## src/rtl/bus_responder.sv

```systemverilog
// bus_responder: target side of the CPU native bus. Decodes an aligned
// window of 2**REG_CNT_LG2 words, holds a word-wide register bank, and
// acknowledges each request after WAIT_STATES idle cycles.
// Optional build macro: BUS_RESPONDER_TIMER_EN turns the last register into
// a free-running read-only cycle counter.
module bus_responder #(
   parameter int              DATA_W      = 32,
   parameter int              ADDR_W      = 32,
   parameter logic [ADDR_W-1:0] BASE_ADDR = 32'hFFFF0000,
   parameter int              REG_CNT_LG2 = 4,
   parameter int              WAIT_STATES = 2
) (
   input  logic              i_clk,
   input  logic              i_rst,
   input  logic              i_bus_clk,
   input  logic              i_bus_we,
   input  logic [ADDR_W-1:0] i_bus_addr,
   input  logic [DATA_W-1:0] i_bus_data,
   output logic [DATA_W-1:0] o_bus_data,
   output logic              o_bus_data_ready,
   output logic              o_sel
);

   localparam int NREG = 1 << REG_CNT_LG2;
   localparam int IW   = REG_CNT_LG2;
   localparam logic [IW-1:0] LAST_IDX = IW'(NREG - 1);

   typedef enum logic [1:0] {IDLE, WAIT, ACK, HOLD} state_t;

   state_t            state, state_nxt;
   logic [3:0]        cnt;
   logic              lat_we;
   logic [IW-1:0]     lat_idx;
   logic [DATA_W-1:0] lat_wdata;
   logic [DATA_W-1:0] regs [NREG];
   logic [DATA_W-1:0] rd_val;
   logic              hit;
   logic              unused_addr_lsb;

   // byte lane bits carry no meaning on a word-only bus
   assign unused_addr_lsb = &{1'b0, i_bus_addr[1:0]};

   assign hit = i_bus_clk &&
                (i_bus_addr[ADDR_W-1:IW+2] == BASE_ADDR[ADDR_W-1:IW+2]);

   // state register
   always_ff @(posedge i_clk) begin
      if (i_rst) state <= IDLE;
      else       state <= state_nxt;
   end

   // next-state: a dropped strobe while waiting aborts the request
   always_comb begin
      state_nxt = state;
      case (state)
         IDLE: if (hit) state_nxt = (WAIT_STATES == 0) ? ACK : WAIT;
         WAIT: begin
            if (!i_bus_clk)    state_nxt = IDLE;
            else if (cnt == 1) state_nxt = ACK;
         end
         ACK:  state_nxt = HOLD;
         HOLD: if (!i_bus_clk) state_nxt = IDLE;
         default: state_nxt = IDLE;
      endcase
   end

   // request capture and wait-state countdown
   always_ff @(posedge i_clk) begin
      if (i_rst) begin
         cnt       <= '0;
         lat_we    <= 1'b0;
         lat_idx   <= '0;
         lat_wdata <= '0;
      end else begin
         case (state)
            IDLE: if (hit) begin
               cnt       <= 4'(WAIT_STATES);
               lat_we    <= i_bus_we;
               lat_idx   <= i_bus_addr[IW+1:2];
               lat_wdata <= i_bus_data;
            end
            WAIT: cnt <= i_bus_clk ? cnt - 4'd1 : 4'd0;
            default: cnt <= cnt;
         endcase
      end
   end

`ifdef BUS_RESPONDER_TIMER_EN
   logic [DATA_W-1:0] timer;

   // free-running cycle counter, wraps naturally at all-ones
   always_ff @(posedge i_clk) begin
      if (i_rst) timer <= '0;
      else       timer <= timer + 1'b1;
   end

   // register bank; the timer slot swallows writes
   always_ff @(posedge i_clk) begin
      if (i_rst) begin
         for (int i = 0; i < NREG; i++) regs[i] <= '0;
      end else if (state == ACK && lat_we && lat_idx != LAST_IDX) begin
         regs[lat_idx] <= lat_wdata;
      end
   end

   // read source, timer value is the one present in the ack cycle
   always_comb begin
      rd_val = regs[lat_idx];
      if (lat_idx == LAST_IDX) rd_val = timer;
   end
`else
   logic unused_last;
   assign unused_last = &{1'b0, LAST_IDX};

   // register bank, writes commit in the ack cycle
   always_ff @(posedge i_clk) begin
      if (i_rst) begin
         for (int i = 0; i < NREG; i++) regs[i] <= '0;
      end else if (state == ACK && lat_we) begin
         regs[lat_idx] <= lat_wdata;
      end
   end

   // read source
   always_comb begin
      rd_val = regs[lat_idx];
   end
`endif

   // outputs: data bus is zero outside a read ack so responders can be OR-ed
   always_comb begin
      o_bus_data_ready = (state == ACK);
      o_sel            = (state == WAIT) || (state == ACK);
      o_bus_data       = '0;
      if (state == ACK && !lat_we) o_bus_data = rd_val;
   end

endmodule

```

## config.mk

```make
export PLATFORM = sky130hd
export DESIGN_NAME = bus_responder
export DESIGN_NICKNAME = d
export VERILOG_FILES = /design/src/rtl/bus_responder.sv
export SDC_FILE = /design/constraint.sdc
export NUM_CORES = 1
export LEC_CHECK = 0
export CAP_MARGIN = 20
export CORE_MARGIN = 5
export CORE_UTILIZATION = 39
export DETAILED_ROUTE_END_ITERATION = 8
export PLACE_DENSITY = 0.65
export SLEW_MARGIN = 20
export SYNTH_ARGS = -nofsm -noshare
export SYNTH_HDL_FRONTEND = slang
export SYNTH_SLANG_ARGS = --single-unit
export TNS_END_PERCENT = 30
```

## constraint.sdc

```tcl
create_clock -name i_clk -period 5.4 [get_ports i_clk]
set_input_delay 0.54 -clock i_clk [delete_from_list [all_inputs] [get_ports i_clk]]
set_output_delay 0.54 -clock i_clk [all_outputs]
set_load 0.01 [all_outputs]
```

==> Word-level counts from Yosys, hierarchy flattened <==
Memories as Yosys holds them, arrays and structs flattened. A register that Yosys moved wholly into a read port is not among the register bits.
Cells that the tools add are included.
{ "classes": {"n_addsub": 1, "n_eq_ne": 8, "mux": 19, "reduce_logical": 11} }
{ "ops": {"columns": ["cell", "count"], "rows": [
  ["32-bit 2-to-1 mux", 2],
  ["32-bit OR reduction", 1],
  ["26-bit equality test (second input constant)", 1],
  ["4-bit 2-to-1 mux", 5],
  ["2-bit 2-to-1 mux", 4],
  ["2-bit case mux with 4 select lines", 1],
  ["4-bit case mux with 2 select lines", 1],
  ["1-bit 2-to-1 mux", 6],
  ["2-bit equality test (second input constant)", 2],
  ["4-bit by 1-bit equality test with 1-bit output (second input constant)", 1],
  ["2-bit != test (second input constant)", 2],
  ["2-bit AND reduction", 2],
  ["4-bit by 1-bit subtractor with 4-bit output (second input constant)", 1],
  ["1-bit logical AND", 3],
  ["3-bit != test (second input constant)", 1],
  ["3-bit AND reduction", 1],
  ["2-bit by 1-bit equality test with 1-bit output (second input constant)", 1],
  ["2-bit logical NOT", 1],
  ["2-bit nonzero test", 1],
  ["1-bit logical NOT", 1],
  ["1-bit logical OR", 1]
]} }
{ "totals": {"register_bits": 43, "mem_bits_rw": 512, "inputBits": 68, "out_inout_bits": 34, "wordCells": 45, "n_memories": 1} }
{ "mem_list": {"columns": ["name", "words", "width", "read_ports", "rd_clocked_by_memory_dff", "write_ports", "line", "text"], "rows": [
  ["regs", 16, 32, 1, 1, 16, "35", "logic [DATA_W-1:0] regs [NREG];"]
]} }

==> Longest topological paths before layout <==
{ "depth": {"depth_word": 7, "mapped_depth": 9} }

==> Worst setup path after synthesis <==
No wires, ideal clock.
{ "synth_timing": {"path_kind": "input to register", "startpoint": "input port i_rst", "endpoint": "memory regs[13][0] (enable)", "arrival_ns": 3.683, "path_slack_ns": 1.251, "cell_stages": 5, "n_path_buf": 2, "cell_sequence": "clkbuf_1 -> nand3b_1 -> or3b_1 -> clkbuf_1 -> o21ai_0"} }
{ "synth_rtl": {"columns": ["element", "line", "text"], "rows": [
  ["start, declared", "14", "input logic i_rst,"],
  ["end, declared", "35", null]
]} }

==> reports/metrics.csv <==
metric,value,unit
worst_clock_skew,21.01,ps
post_cts_hold_buffer_count,0,
layout.nets,1701,
synthesis.nets,1634,
placementRows,92,
synthesis.area,24940,µm²
status,"complete, no violations",
part_of_the_total_power_dissipated_in_the_clock_network,41.3,%
crit_path_end_kind,output pin,
routabilityCongestion,0.7269,
synth_sequential_area_ratio,65.43,%
vias_in_the_first_global_route,14110,
timing.slew.headroom,24.80,%
switchingPower,1864,µW
pwr_density_cell,312.6,nW/µm²
internal-power,7123,µW
finalWorstSetupSlack,1121,ps
sequentialPowerShare,55.1,%
chipWidth,262.9,µm
slew_viol_final,0,
multiInputGateArea,8259,µm²
drc_errors,0,
antenna-diode-count,0,
data_arrival_time_of_the_critical_path,3740,ps
final-setup-viol-count,0,
drt.antenna.violating_nets,0,
post_route_cells_drive_above_1_share,19.30,%
coreArea,63200,µm²
time_the_worst_path_needs_with_i_o_delays_and_setup,4279,ps
grt_first_pass_wirelength,92370,µm
path_clk_slew,60,ps
synthDominantCellAreaShare,61.66,%
register_area,16330,µm²
worst_setup_path_class,flip-flop to output pin,
clock_insertion_delay_worst_skew,620,ps
cells_resized_by_post_cts_repair,0,
peakVddDrop,0.0002315,V
io_pins,102,
timing_worst_slew_pin_value,1124,ps
numCtsBuffers,55,
globalRouteTotalUtil,17.68,%
worst-endpoint-required,4860,ps
grt_setup_unrepaired,false,
num-fill-cells,5442,
max_freq,233.7,MHz
critical_path.max_fanout,36,
post_synth_main_area_contributors,"sky130_fd_sc_hd__edfxtp_1, sky130_fd_sc_hd__mux4_2, sky130_fd_sc_hd__and2_1, sky130_fd_sc_hd__dfxtp_1, sky130_fd_sc_hd__clkbuf_1",
vias,13290,
dp_hpwl,36250,µm
grt_start_max_net_pins,47,
numClockSinks,559,
buffer_ports.inserted,99,
synth_cells,1560,
ctsLongestPathBuffers,3,
cts_tree,built,
switching_share,20.74,%
synth_area_per_cell,15.98,µm²
final_min_period_over_clock_period,79.24,%
postRouteWirelength,61660,µm
timing.setup.tns,0,ps
area_delta_synth_final,15.31,%
clock_tree.htree_level_count,2,
yosysWarningCount,0,
synth-seq-cells,559,
max_cap_viol_count,0,
drt_first_iter_violations,1064,
cts.root.buffer_cell,sky130_fd_sc_hd__clkbuf_16,
fp.dieH,262.9,µm
finalHoldViolations,0,
synthDominantAreaCellType,sky130_fd_sc_hd__edfxtp_1,
drt-wirelength-per-cell,24.47,µm
min_delay_worst_type,input port to flip-flop,
pre_cts_slack,1665,ps
vias_per_cell,5.273,
power_frac_comb,3.6,%
critPathLaunchType,flip-flop,
initial_core_util,39.46,%
antenna_found_initial,2,
p_leak,0.009626,µW
drt_first_pass_iters,5,
die-area,69100,µm²
global_route.overflow_total,0,
cts_setup_buffers,0,
synth.lib_cells_used.distinct,38,
-- synthesized netlist by cell type --
| cell type | instances |
|---|---|
| sky130_fd_sc_hd__or3b_1 | 1 |
| sky130_fd_sc_hd__and2_1 | 513 |
| sky130_fd_sc_hd__mux4_2 | 160 |
| sky130_fd_sc_hd__nor4_1 | 1 |
| sky130_fd_sc_hd__nor3b_1 | 1 |
| sky130_fd_sc_hd__o41ai_1 | 2 |
| sky130_fd_sc_hd__nand2_1 | 4 |
| sky130_fd_sc_hd__a221oi_1 | 1 |
| sky130_fd_sc_hd__a31o_2 | 1 |
| sky130_fd_sc_hd__buf_2 | 16 |
| sky130_fd_sc_hd__and4_1 | 1 |
| sky130_fd_sc_hd__buf_6 | 1 |
| sky130_fd_sc_hd__buf_4 | 1 |
| sky130_fd_sc_hd__nor3_2 | 2 |
| sky130_fd_sc_hd__nor3_1 | 3 |
| sky130_fd_sc_hd__o2bb2ai_1 | 2 |
| sky130_fd_sc_hd__dfxtp_1 | 47 |
| sky130_fd_sc_hd__nand4_1 | 5 |
| sky130_fd_sc_hd__clkbuf_1 | 114 |
| sky130_fd_sc_hd__nor2_1 | 55 |
| sky130_fd_sc_hd__ha_1 | 6 |
| sky130_fd_sc_hd__mux2i_1 | 37 |
| sky130_fd_sc_hd__edfxtp_1 | 512 |
| sky130_fd_sc_hd__or4_1 | 1 |
| sky130_fd_sc_hd__a32o_1 | 3 |
| sky130_fd_sc_hd__nor4b_2 | 2 |
| sky130_fd_sc_hd__or3_1 | 1 |
| sky130_fd_sc_hd__nor2b_1 | 33 |
| sky130_fd_sc_hd__nand3b_1 | 1 |
| sky130_fd_sc_hd__o21ai_0 | 13 |
| sky130_fd_sc_hd__a21boi_0 | 1 |
| sky130_fd_sc_hd__nand2b_1 | 5 |
| sky130_fd_sc_hd__inv_1 | 5 |
| sky130_fd_sc_hd__a31oi_1 | 1 |
| sky130_fd_sc_hd__a311o_1 | 1 |
| sky130_fd_sc_hd__or2_2 | 4 |
| sky130_fd_sc_hd__a21oi_1 | 1 |
| sky130_fd_sc_hd__buf_1 | 2 |
-- metal layers --
layer  vias to the layer above  GRT usage (%)  share of wire, %
met5                         -              0                 0
met4                         0          4.330               2.3
met3                        89          3.651               6.5
met2                       400          30.01                50
met1                      6923          23.58                41
li1                       5877              -                 -
-- area by class of cell --
cell class / count / share of cell area, %
Inverter: 5 / 0.06527
Tap cell: 846 / 3.681
Sequential cell: 559 / 56.79
Clock inverter: 28 / 0.8442
Multi-Input combinational cell: 862 / 28.72
Clock buffer: 76 / 5.165
Timing Repair Buffer: 144 / 4.734
-- kinds of logic (layout without fill, tap and decap cells) --
logic type,count (synthesis),in the layout,synth area share (%)
AND/OR/NAND/NOR,633,633,15.41
flip-flops,559,559,65.43
multiplexers,197,197,15.94
buffers and inverters,139,253,2.218
AO/OA/AOI/OAI,26,26,0.7075
adder cells (fa/ha/maj),6,6,0.3010
-- critical path, cell delays in order (launching register included) --
cell                              delay [ps]
sky130_fd_sc_hd__dfxtp_4                 890
sky130_fd_sc_hd__buf_4                   410
sky130_fd_sc_hd__mux4_2                  550
sky130_fd_sc_hd__mux4_2                  540
sky130_fd_sc_hd__nor2b_1                 180
sky130_fd_sc_hd__clkdlybuf4s50_1         530
-- worst paths after layout --
path	start	to	slack, ps	cells after the start
hold reg to reg	cnt[1]	cnt[1]	520	2
hold / removal	i_rst	lat_wdata[3]	480	2
setup / recovery	flip-flop	o_bus_data[0]	1120	5
setup reg to reg	state[0]	regs[4][16]	2240	6
-- placed cells by master, fill, tap and decap left out, types with 10 or more instances in the layout --
cell type / synthesis / routed
sky130_fd_sc_hd__mux2i_1: 37 / 37
sky130_fd_sc_hd__clkbuf_16: 0 / 55
sky130_fd_sc_hd__nor2_1: 55 / 43
sky130_fd_sc_hd__buf_4: 1 / 42
sky130_fd_sc_hd__o21ai_4: 0 / 12
sky130_fd_sc_hd__clkdlybuf4s50_1: 0 / 98
sky130_fd_sc_hd__dfxtp_1: 47 / 43
sky130_fd_sc_hd__and2_1: 513 / 513
sky130_fd_sc_hd__clkinv_2: 0 / 11
sky130_fd_sc_hd__mux4_2: 160 / 160
sky130_fd_sc_hd__nor2_2: 0 / 12
sky130_fd_sc_hd__clkbuf_1: 114 / 18
sky130_fd_sc_hd__edfxtp_1: 512 / 512
sky130_fd_sc_hd__nor2b_1: 33 / 33
sky130_fd_sc_hd__clkinv_1: 0 / 10
-- sequential cells by signal, indices dropped and copies added, names as in the netlist, named ones only --
signal / count
regs: 512
lat_we: 1
lat_wdata: 32
state: 1
cnt: 4
lat_idx: 4
-- power by group through the flow --
stage                     clock [µW]  combinational (µW)  sequential [µW]
after detailed placement           0                 326             5050
after global routing            3960                 337             4970
after floorplan                    0                 163             5030
final                           3710                 320             4950
after CTS                       3770                 327             4950
after global placement             0                 321             5030
-- per-stage QoR --
| step | util (%) | total power (µW) | instance area (µm²) | hold slack [ps] | instances |
|---|---|---|---|---|---|
| 4_1_cts | 45.50 | 9055 | 28750 | 471.7 | 2520 |
| 3_5_place_dp | 42.76 | 5373 | 27020 | 516.5 | 2416 |
| 6_report | 45.50 | 8987 | 28750 | 475.1 | 2520 |
| 2_1_floorplan | - | 5197 | 24940 | 476.2 | 1560 |
| 3_3_place_gp | 42.76 | 5352 | 27020 | 503.8 | 2416 |
| 5_1_grt | 45.50 | 9264 | 28750 | 499.5 | 2520 |
Note: power is estimated with default switching activity, not from simulation.
